## src/rtl/pe_array_sequencer.sv

```systemverilog
// Sequencer for a 1-D row of processing elements: per tile, a filter preload
// phase, then round-robin row streaming, repeated for each column tile.
module pe_array_sequencer #(
  parameter int NUM_PE    = 5,
  parameter int FILT_ROWS = 3,
  parameter int LEN_W     = 5,
  parameter int TILE_W    = 5
) (
  input  logic              clk,
  input  logic              RST,
  input  logic              start,
  input  logic [LEN_W-1:0]  row_len,
  input  logic [TILE_W-1:0] col_tiles,
  input  logic              stall,
  input  logic              abort,
  output logic [NUM_PE-1:0] pe_read,
  output logic [NUM_PE-1:0] pe_start,
  output logic [NUM_PE-2:0] filt_read,
  output logic              busy,
  output logic              done,
  output logic [TILE_W-1:0] cur_tile,
  output logic [LEN_W-1:0]  cur_row
);

  localparam int IDX_W = $clog2(NUM_PE);
  localparam logic [IDX_W-1:0] LAST_PE      = IDX_W'(NUM_PE - 1);
  localparam logic [IDX_W-1:0] LAST_PRE_PE  = IDX_W'(NUM_PE - 2);
  localparam logic [LEN_W-1:0] LAST_FROW    = LEN_W'(FILT_ROWS - 1);

  typedef enum logic [2:0] {
    S_IDLE,
    S_PRELOAD,
    S_START_LAST,
    S_STREAM,
    S_DONE
  } state_t;

  state_t             state_reg;
  logic [IDX_W-1:0]   pe_idx_reg;
  logic [LEN_W-1:0]   row_reg;
  logic [TILE_W-1:0]  tile_reg;
  logic [LEN_W-1:0]   len_reg;
  logic [TILE_W-1:0]  tiles_reg;

  logic [LEN_W-1:0]   row_next;
  logic [TILE_W-1:0]  tile_next;
  logic [NUM_PE-1:0]  lane_hot;
  logic               run_ok;

  assign row_next  = row_reg + LEN_W'(1);
  assign tile_next = tile_reg + TILE_W'(1);
  assign run_ok    = !stall && !abort;

  genvar gi;
  generate
    for (gi = 0; gi < NUM_PE; gi++) begin : g_lane
      assign lane_hot[gi] = (pe_idx_reg == IDX_W'(gi));
    end
  endgenerate

  always_ff @(posedge clk) begin
    if (RST) begin
      state_reg  <= S_IDLE;
      pe_idx_reg <= '0;
      row_reg    <= '0;
      tile_reg   <= '0;
      len_reg    <= '0;
      tiles_reg  <= '0;
    end else if (state_reg == S_IDLE) begin
      if (start && !abort) begin
        if (row_len == '0 || col_tiles == '0) begin
          state_reg <= S_DONE;
        end else begin
          state_reg <= S_PRELOAD;
          len_reg   <= row_len;
          tiles_reg <= col_tiles;
        end
      end
    end else if (abort) begin
      state_reg  <= S_IDLE;
      pe_idx_reg <= '0;
      row_reg    <= '0;
      tile_reg   <= '0;
    end else begin
      case (state_reg)
        S_PRELOAD: begin
          if (!stall) begin
            if (pe_idx_reg == LAST_PRE_PE) begin
              pe_idx_reg <= '0;
              if (row_reg == LAST_FROW) begin
                row_reg   <= '0;
                state_reg <= S_START_LAST;
              end else begin
                row_reg <= row_next;
              end
            end else begin
              pe_idx_reg <= pe_idx_reg + IDX_W'(1);
            end
          end
        end
        S_START_LAST: begin
          if (!stall) state_reg <= S_STREAM;
        end
        S_STREAM: begin
          if (!stall) begin
            if (pe_idx_reg == LAST_PE) begin
              pe_idx_reg <= '0;
              // Final lane of the final row closes the tile.
              if (row_next == len_reg) begin
                row_reg   <= '0;
                tile_reg  <= tile_next;
                state_reg <= (tile_next == tiles_reg) ? S_DONE : S_PRELOAD;
              end else begin
                row_reg <= row_next;
              end
            end else begin
              pe_idx_reg <= pe_idx_reg + IDX_W'(1);
            end
          end
        end
        S_DONE: begin
          state_reg  <= S_IDLE;
          pe_idx_reg <= '0;
          row_reg    <= '0;
          tile_reg   <= '0;
        end
        default: state_reg <= S_IDLE;
      endcase
    end
  end

  always_comb begin
    pe_read   = '0;
    pe_start  = '0;
    filt_read = '0;
    if (run_ok) begin
      case (state_reg)
        S_PRELOAD: begin
          // The last PE has no filter lane; it shadows the second-to-last read.
          pe_read = lane_hot | {lane_hot[NUM_PE-2], {(NUM_PE-1){1'b0}}};
          if (tile_reg == '0) filt_read = lane_hot[NUM_PE-2:0];
          if (row_reg == LAST_FROW) pe_start = lane_hot;
        end
        S_START_LAST: pe_start = {1'b1, {(NUM_PE-1){1'b0}}};
        S_STREAM: begin
          pe_read  = lane_hot;
          pe_start = lane_hot;
        end
        default: ;
      endcase
    end
  end

  assign busy     = (state_reg != S_IDLE);
  assign done     = (state_reg == S_DONE) && !abort;
  assign cur_tile = tile_reg;
  assign cur_row  = row_reg;

endmodule

```

## config.mk

```make
export PLATFORM = sky130hd
export DESIGN_NAME = pe_array_sequencer
export DESIGN_NICKNAME = d
export VERILOG_FILES = /design/src/rtl/pe_array_sequencer.sv
export SDC_FILE = /design/constraint.sdc
export NUM_CORES = 1
export LEC_CHECK = 0
export ABC_AREA = 1
export CAP_MARGIN = 20
export CORE_UTILIZATION = 40
export DETAILED_ROUTE_END_ITERATION = 8
export PLACE_DENSITY = 0.63
export SETUP_SLACK_MARGIN = 0.2
export SYNTH_ARGS = -nofsm -noshare
export SYNTH_HDL_FRONTEND = slang
export SYNTH_SLANG_ARGS = --single-unit
```

## constraint.sdc

```tcl
create_clock -name clk -period 1.8 [get_ports clk]
set_input_delay 0.36 -clock clk [delete_from_list [all_inputs] [get_ports clk]]
set_output_delay 0.36 -clock clk [all_outputs]
set_load 0.005 [all_outputs]
```

==> summary.txt, run 1 <==
Outcome
  – Status: finished with violations
  – Failing checks: setup timing

Global routing
  – Largest net degree at the start of global routing: 15
  – GRT Total Usage: 23.0%
  – First-pass GRT wire length: roughly 9.5 mm
  – Vias in the first global route: 2218
  – Initial antenna violation count: 0
  – Gr ovfl total: 0

Clocking
  – Hold buffer count at cts: 0
  – CTS H-tree depth: 1
  – TritonCTS Buffers: 3
  – Clk root buf: clkbuf_8
  – Max Root-Sink Buffers: 2
  – CTS tree: built
  – Clock transition at the registers of the reported paths: 100 ps
  – Clock latency on the worst-skew pair: 270 ps
  – Sink Count: 26

Detailed routing
  – Drt total wl: 6.32 mm
  – Via Count: 2397
  – Drt first pass iters: 4
  – Drt drc: 0
  – Routed Antenna Nets: 0
  – Drt first-iter violations: 141
  – Vias/cell: roughly 4.9
  – Drt wl/cell: 13.0 µm

Floorplan
  – Height of the die: 72.2 µm
  – Die area: 5220 µm²
  – Num ports: 41
  – Die X-Extent: 72.2 µm
  – Area of the core: roughly 4700 µm²
  – Core Rows: 25
  – Starting density of the core: about two fifths

Finish
  – Commonest non-fill, non-tap cell in the layout: buf_4
  – Number of diodes: 0
  – Nets: 445
  – Commonest non-fill, non-tap cells in the layout: 54 x buf_4, 51 x nand2_1, 40 x nor2_1
  – Finished Core Util: 70.6%
  – Layout cells sized above 1: roughly 46%
  – Area grow syn2layout: 69.0%

Place
  – Port bufs: 40
  – Hpwl dp: 4.19 mm
  – DP Worst Slack: -375 ps
  – Placer congestion estimate: ~0.81

Pwr
  – Leak: 1.56 nW
  – Design internal power: around 0.0019 W
  – Pwr Density: 995 nW/µm²
  – Clock power frac: 11.8%
  – Flop pwr share: ~24%
  – Psw: between 0.001 and 0.0015 W
  – Worst vdd ir: 0.526 mV
  – Comb power frac: around 64%
  – Switching portion of total power: 43.5%

Timing
  – Hold_ws: ~470 ps
  – Relative slew slack: 81.4%
  – Setup tns final: -10.4 ps
  – Max Fclk: 0.552 GHz
  – Tmin final: 1810 ps
  – Final WS setup: -10.4 ps
  – Unrepaired setup endpoints after global routing: yes
  – Max-slew violations: 0
  – Clock Skew: 2.56 ps
  – Setup violators final: 1
  – Final hold vios: 0
  – Worst-Margin Slew: 278 ps
  – Crit share post-route: 101%

Setup path
  – Critical-path cell list: inv_2 -> ha_4 -> nand2_4 -> nor2_4 -> inv_2 -> nand2_4 -> nand2_2 -> nor2_1 -> buf_2
  – Critical path class: reg -> out
  – WP data required: 1440 ps
  – Worst setup path startpoint: cur_row[0]
  – Crit. End Element: primary output
  – Worst Path Arrival: 1450 ps
  – Slowest library cell on the worst path: dfxtp_2
  – Startpoint types: flip-flop
  – FF-to-FF Start: cur_row[1]
  – Max stage delay on crit path: 340 ps
  – Crit path max fanout: 3

Min path
  – Worst hold path type: reg -> reg
  – Worst hold start: len_reg[1]

Logic synthesis
  – Area of the mapped netlist: between 1500 and 2000 µm²
  – Unique masters post-synth: 32
  – Synth Area per Inst: 6.34 µm²
  – #FFs+latches synth: 26
  – Syn. warnings: 0
  – Syn Inst Count: 311
  – Register area share after synthesis: 26.4%
  – Syn nets: between 300 and 400

Job
  – Max-Cap Viols: 0
-- final cells by class --
cell class	count	area (µm²)
Multi-Input combinational cell	234	1570
Fill cell	383	1390
Timing Repair Buffer	109	892
Sequential cell	26	549
Inverter	46	185
Tap cell	67	83.8
Clock buffer	4	55.1
-- synthesized netlist by cell type --
| library cell | instances | area share [%] |
|---|---|---|
| nand2_2 | 6 | 1.9 |
| or2_2 | 1 | 0.32 |
| nand2_4 | 4 | 2.3 |
| clkbuf_1 | 1 | 0.19 |
| nand3_4 | 1 | 0.89 |
| inv_2 | 7 | 1.3 |
| inv_1 | 37 | 7.0 |
| o2111ai_1 | 1 | 0.44 |
| a31oi_1 | 1 | 0.32 |
| o21ai_1 | 1 | 0.25 |
| clkinv_1 | 1 | 0.19 |
| buf_6 | 1 | 0.57 |
| nand2_1 | 64 | 12 |
| nand3b_1 | 2 | 0.76 |
| clkinv_2 | 1 | 0.25 |
| o21ai_2 | 3 | 1.3 |
| nor2_1 | 50 | 9.5 |
| nor3_1 | 4 | 1.0 |
| buf_4 | 2 | 0.76 |
| nand3_1 | 28 | 7.1 |
| a21oi_1 | 18 | 4.6 |
| xnor2_1 | 1 | 0.44 |
| a211oi_1 | 1 | 0.38 |
| buf_2 | 1 | 0.25 |
| ha_1 | 10 | 6.3 |
| nor2_8 | 1 | 1.0 |
| nand4_1 | 11 | 3.5 |
| o21bai_1 | 2 | 0.76 |
| nor2_4 | 4 | 2.3 |
| nor2_2 | 6 | 1.9 |
| dfxtp_1 | 26 | 26 |
| o21ai_0 | 14 | 3.6 |
-- final timing paths --
check,to,slack [ps],cells past startpoint
max reg2reg,cur_row[1],80,9
min reg2reg,len_reg[1],470,2
min,len_reg[1],470,2
max,pe_start[0],-10,9
-- through the flow --
step	cells	cell area [µm²]	power [W]
2_1_floorplan	311	1970	0.00175
3_3_place_gp	464	2810	0.00241
3_5_place_dp	464	2810	0.00244
4_1_cts	474	3030	0.00298
5_1_grt	486	3330	0.00356
6_report	486	3330	0.00332
-- routing by layer --
layer  track usage [%]  routed length (µm)  vias up
met1              29.9                2750     1086
met2              40.0                3130       75
met3              2.64                 297       15
met5                 0                   0        -
li1                  -                   -     1221
met4              6.97                 151        0
-- logic make-up (layout without fill, tap and decap cells) --
kind of cell,count (synthesis),in the layout,share of synthesized area [%]
compound gates,41,41,11.6
xor+xnor,1,1,0.444
fa+ha+maj,10,10,6.34
buf+inv,51,159,10.6
flops,26,26,26.4
simple gates,182,182,44.6
-- what timing repair did --
action / 4_1_cts / 5_1_grt
cloned: 1 / 0
resized for setup: 128 / 68
setup buffers: 5 / 12
endpoints found under the setup margin: 41 / 47
pin swaps: 29 / 32
-- power by group through the flow --
stage                     Sequential (W)  Combinational [W]  Clock (W)
final                           0.000806            0.00212   0.000392
after global routing            0.000824            0.00231   0.000427
after CTS                       0.000796            0.00178   0.000402
after detailed placement        0.000773            0.00166          0
after global placement          0.000768            0.00165          0
after floorplan                 0.000825           0.000922          0
-- critical path, delay by kind of cell (launching register included) --
kind	cells	cell delay (ps)
buf+inv	3	260
simple gates	5	430
flops	1	340
fa+ha+maj	1	140
Note: power is estimated with default switching activity, not from simulation.
==> run 2, diff against run 1 <==
CORE_MARGIN = 2   (was default)
==> run 2 against run 1 <==
Net effect: the flow still finishes with violations (setup timing); die area increased by 5.6%; non-clock buffer count increased by 3; core utilization increased by 0.59 points; critical path type unchanged; sequential cell count unchanged; sequential power increased by 0.5%; clock skew increased by 2.4 ps.
==> summary.txt, run 2 (synthesis results as in run 1) <==
Outcome
  – Status: finished with violations
  – Failing checks: setup timing

Finish
  – Non-filler instance count after layout: 490
  – Number of diodes: 0
  – Fill count: 395
  – Commonest non-fill, non-tap cell in the layout: buf_4
  – Area grow syn2layout: 71.5%
  – Commonest non-fill, non-tap cells in the layout: 55 x buf_4, 51 x nand2_1, 38 x nor2_1
  – Finished Core Util: 71.2%
  – Layout cells sized above 1: 47.5%
  – Nets: 449

Min path
  – Worst hold path type: reg -> reg

Clocking
  – Clock transition at the registers of the reported paths: ~100 ps
  – Clock latency on the worst-skew pair: between 200 and 300 ps
  – CTS H-tree depth: 1
  – Clk root buf: clkbuf_8
  – Hold buffer count at cts: 0
  – Max Root-Sink Buffers: 2
  – Sink Count: 26
  – CTS tree: built
  – TritonCTS Buffers: 3

Detailed routing
  – Met2 wire length: between 3 and 4 mm
  – Drt first pass iters: 4
  – Met3 Routed Length: about 250 µm
  – Drt wl/cell: 13.1 µm
  – Vias/cell: 4.99
  – Max Used Layer: met4
  – Drt first-iter violations: 118
  – Metal-1 WL: 2.74 mm
  – Routed Antenna Nets: 0
  – Drt total wl: 6.42 mm
  – Via Count: 2446
  – Drt drc: 0

Global routing
  – First-pass GRT wire length: 9.32 mm
  – GRT Total Usage: a little over a fifth
  – Largest net degree at the start of global routing: 17
  – Initial antenna violation count: 0
  – Gr ovfl total: 0
  – Vias in the first global route: 2166

Timing
  – Tmin final: 1980 ps
  – Crit share post-route: 110%
  – Final WS setup: -176 ps
  – Setup violators final: 5
  – Relative slew slack: a little over two thirds
  – Clock Skew: 4.96 ps
  – Unrepaired setup endpoints after global routing: yes
  – Setup tns final: -196 ps
  – Worst-Margin Slew: roughly 450 ps
  – Max Fclk: 0.506 GHz
  – Max-slew violations: 0
  – Final hold vios: 0

Floorplan
  – Height of the die: between 70 and 80 µm
  – Die area: 5510 µm²
  – Die X-Extent: ~74 µm
  – Area of the core: 4750 µm²
  – Core Rows: 25
  – Num ports: ~40
  – Starting density of the core: about two fifths

Place
  – Placer congestion estimate: around 0.84
  – Hpwl dp: 4.24 mm
  – Placed cell count: 459
  – Port bufs: 40

Setup path
  – Startpoint types: flip-flop
  – Worst Path Arrival: 1620 ps
  – Slowest library cell on the worst path: dfxtp_2
  – WP data required: 1440 ps
  – Crit. End Element: primary output
  – Crit path max fanout: 3
  – Critical-path cell list: inv_2 -> ha_4 -> nand2_4 -> nor2_4 -> inv_2 -> nand2_4 -> nand3_1 -> a21oi_1 -> buf_2
  – Max stage delay on crit path: 350 ps
  – Critical path class: reg -> out

Pwr
  – Leak: 1.58 nW
  – Pwr Density: 1000 nW/µm²
  – Worst vdd ir: 0.528 mV
  – Final Power: 0.00339 W

Job
  – Max-Cap Viols: 0
==> run 2: cell count changes in the layout (fill, tap and decap cells not counted), sizes merged <==
| cell | before | now |
|---|---|---|
| buf | 85 | 88 |
| dlygate4sd2 | 5 | 8 |
| clkdlybuf4s15 | 2 | 0 |
| dlymetal6s2s | 4 | 3 |
| nand2 | 74 | 75 |
==> run 2: final cells by class <==
| cell class | count | area [µm²] | share of cell area (%) |
|---|---|---|---|
| inverter | 46 | 183 | 5.40 |
| timing repair buffer | 112 | 937 | 27.7 |
| clock buffer | 4 | 55.1 | 1.63 |
| sequential | 26 | 547 | 16.2 |
| multi-input combinational | 235 | 1580 | 46.7 |
| tap | 67 | 83.8 | 2.48 |
==> run 2: path summary, 6_finish.rpt <==
path | end | start | slack (ps) | depth (start not counted)
min | tiles_reg[1] | tiles_reg[1] | 480 | 2
min reg2reg | tiles_reg[1] | tiles_reg[1] | 480 | 2
max reg2reg | cur_tile[4] | cur_row[0] | 30 | 11
max | pe_start[4] | cur_row[0] | -180 | 9
==> run 2: critical path, delay by kind of cell (launching register included) <==
| family | cells | cell delay, ps |
|---|---|---|
| AO/OA/AOI/OAI | 1 | 210 |
| AND/OR/NAND/NOR | 4 | 320 |
| flip-flops | 1 | 350 |
| adder cells (fa/ha/maj) | 1 | 150 |
| buffers and inverters | 3 | 310 |
==> run 2: repair_timing <==
action	4_1_cts	5_1_grt
setup endpoints to repair	42	43
pin swaps	26	37
setup buffers	15	11
resized for setup	126	72
gates cloned	0	1
==> run 2: metrics by stage <==
| stage | setup WS (ps) | hold slack (ps) | instance area (µm²) |
|---|---|---|---|
| floorplan | 218 | 443 | 1970 |
| global placement | -453 | 458 | 2770 |
| detailed placement | -471 | 463 | 2770 |
| CTS | 5.06 | 478 | 3050 |
| global route | -213 | 506 | 3380 |
| finish | -176 | 477 | 3380 |
==> run 2: routing by layer <==
metal	up-vias	global-route usage, %
li1	1231	-
met1	1145	27.0
met2	64	38.8
met3	6	2.98
met4	0	4.17
met5	-	0
==> run 2: report_power, final <==
group          switching (W)  internal [W]  total [W]
logic                0.00117       0.00101    0.00218
registers          0.0000980      0.000712   0.000810
clock network       0.000198      0.000196   0.000394
total                0.00146       0.00192    0.00339
==> run 3, diff against run 2 <==
MAX_ROUTING_LAYER = met4   (was default)
==> run 3 against run 2 <==
Net effect: the flow still finishes with violations (setup timing); highest routed layer unchanged; first-iteration DRC count is 0.85% lower; total power hardly changed; sequential share of layout area unchanged; clock skew about the same; via count unchanged; worst hold slack about the same; maximum frequency rose by 0.98%.
==> summary.txt, run 3 (synthesis results as in run 1) <==
Outcome
  – Status: finished with violations
  – Failing checks: setup timing

Timing
  – Max Fclk: approximately 0.5 GHz
  – Relative slew slack: 70.1%
  – Max-slew violations: 0
  – Hold_ws: 477 ps
  – Crit share post-route: 109%
  – Final WS setup: -157 ps
  – Tmin final: 1960 ps
  – Clock Skew: between 4 and 5 ps
  – Final hold vios: 0
  – Unrepaired setup endpoints after global routing: yes
  – Worst-Margin Slew: ~450 ps
  – Setup violators final: 5

Place
  – Port bufs: 40
  – DP Worst Slack: -471 ps
  – Hpwl dp: 4.24 mm
  – Placer congestion estimate: 0.851
  – Placed cell count: ~460

Global routing
  – Initial antenna violation count: 0
  – Vias in the first global route: 2166
  – GRT Total Usage: 22.0%
  – First-pass GRT wire length: between 9 and 10 mm
  – Largest net degree at the start of global routing: 17
  – Gr ovfl total: 0

Floorplan
  – Die area: between 5000 and 6000 µm²
  – Die X-Extent: 74.2 µm
  – Core Rows: 25
  – Height of the die: 74.2 µm
  – Num ports: between 40 and 50
  – Starting density of the core: 41.5%
  – Area of the core: roughly 4800 µm²

Detailed routing
  – Via Count: about 2400
  – Routed Antenna Nets: 0
  – Drt total wl: 6.41 mm
  – Vias/cell: 4.99
  – Drt wl/cell: 13.1 µm
  – Drt drc: 0
  – Drt first pass iters: 4
  – Drt first-iter violations: approximately 120

Pwr
  – Final Power: 0.00339 W
  – Comb power frac: 64.5%
  – Clock power frac: 11.6%
  – Psw: 0.00146 W
  – Leak: 1.58 nW
  – Design internal power: 0.00192 W
  – Flop pwr share: 23.9%
  – Pwr Density: 1000 nW/µm²
  – Worst vdd ir: 0.527 mV
  – Switching portion of total power: between 40% and 50%

Min path
  – Hold Crit Depth: 2
  – Worst hold start: tiles_reg[1]
  – Worst hold path type: reg -> reg
  – Hold Path End: tiles_reg[1]

Setup path
  – R2R depth: 11
  – Crit path max fanout: 3
  – Startpoint types: flip-flop
  – Worst Path Arrival: approximately 1600 ps
  – Reg-to-Reg End: cur_tile[4]
  – Max stage delay on crit path: around 350 ps
  – WP data required: around 1400 ps
  – Critical-path cell list: inv_2 -> ha_4 -> nand2_4 -> nor2_4 -> inv_2 -> nand2_4 -> nand3_1 -> a21oi_1 -> buf_2
  – FF-to-FF Start: cur_row[0]
  – Critical path class: reg -> out
  – Crit. End Element: primary output
  – Reg2Reg Setup Slack: ~30 ps
  – Slowest library cell on the worst path: dfxtp_2

Clocking
  – Sink Count: 26
  – Clock latency on the worst-skew pair: 280 ps
  – Clk root buf: clkbuf_8
  – TritonCTS Buffers: 3
  – CTS tree: built
  – Clock transition at the registers of the reported paths: 100 ps
  – CTS H-tree depth: 1
  – Max Root-Sink Buffers: 2

Finish
  – Commonest non-fill, non-tap cell in the layout: buf_4
  – Non-filler instance count after layout: 490
  – Fill count: 395
  – Nets: 449
  – Number of diodes: 0
  – Area grow syn2layout: 71.5%
  – Layout cells sized above 1: 47.5%
  – Commonest non-fill, non-tap cells in the layout: 55 x buf_4, 51 x nand2_1, 38 x nor2_1

Job
  – Max-Cap Viols: 0
==> run 3: worst max path at each step <==
stage,start,endpoint,cells after the start
finish,cur_row[0],pe_start[4],9
global route,cur_row[0],pe_start[4],9
CTS,cur_row[0],pe_start[4],9
detailed placement,stall,pe_start[3],7
global placement,stall,pe_start[3],7
floorplan,cur_row[1],cur_tile[2],12
==> run 3: worst max-delay path, delay by kind of cell (launching register included) <==
family	cells	cell delay [ps]
AOI/OAI and AO/OA	1	200
and+or+nand+nor	4	320
buffers and inverters	3	300
DFF	1	350
adders and majority gates	1	150
==> run 3: per-stage QoR <==
stage	instance area (µm²)	utilization, %	setup TNS (ps)
finish	3380	71.2	-173
global route	3380	71.2	-775
CTS	3050	64.1	0
detailed placement	2770	58.2	-10370
global placement	2770	58.2	-9670
floorplan	1970	-	0
==> run 3: cell type report <==
cell class	count	area, µm²	share of cell area (%)
multi-input cells	235	1580	46.7
repair buffers	112	937	27.7
flip-flops and latches	26	547	16.2
inverters	46	183	5.40
well taps	67	83.8	2.48
clock buffers	4	55.1	1.63
==> run 3: what timing repair did <==
item	in CTS	in global routing
setup buffers	15	11
endpoints found under the setup margin	42	43
hold buffers	0	0
hold endpoints to repair	0	0
cloned	0	1
resized for setup	126	72
pin swaps	26	37
==> run 3: routing by layer <==
metal  global-route usage [%]  vias to the layer above  wire, µm
li1                         -                     1236         -
met1                     27.0                     1150      2760
met2                     38.8                       56      3410
met3                     2.98                        4       204
met4                     4.17                        0        35
met5                        -                        -         0
==> run 3: power groups by stage <==
stage	clock network, W	logic [W]	registers (W)
floorplan	0	0.000922	0.000825
global placement	0	0.00163	0.000770
detailed placement	0	0.00165	0.000773
CTS	0.000398	0.00186	0.000790
global route	0.000415	0.00238	0.000822
finish	0.000394	0.00218	0.000809
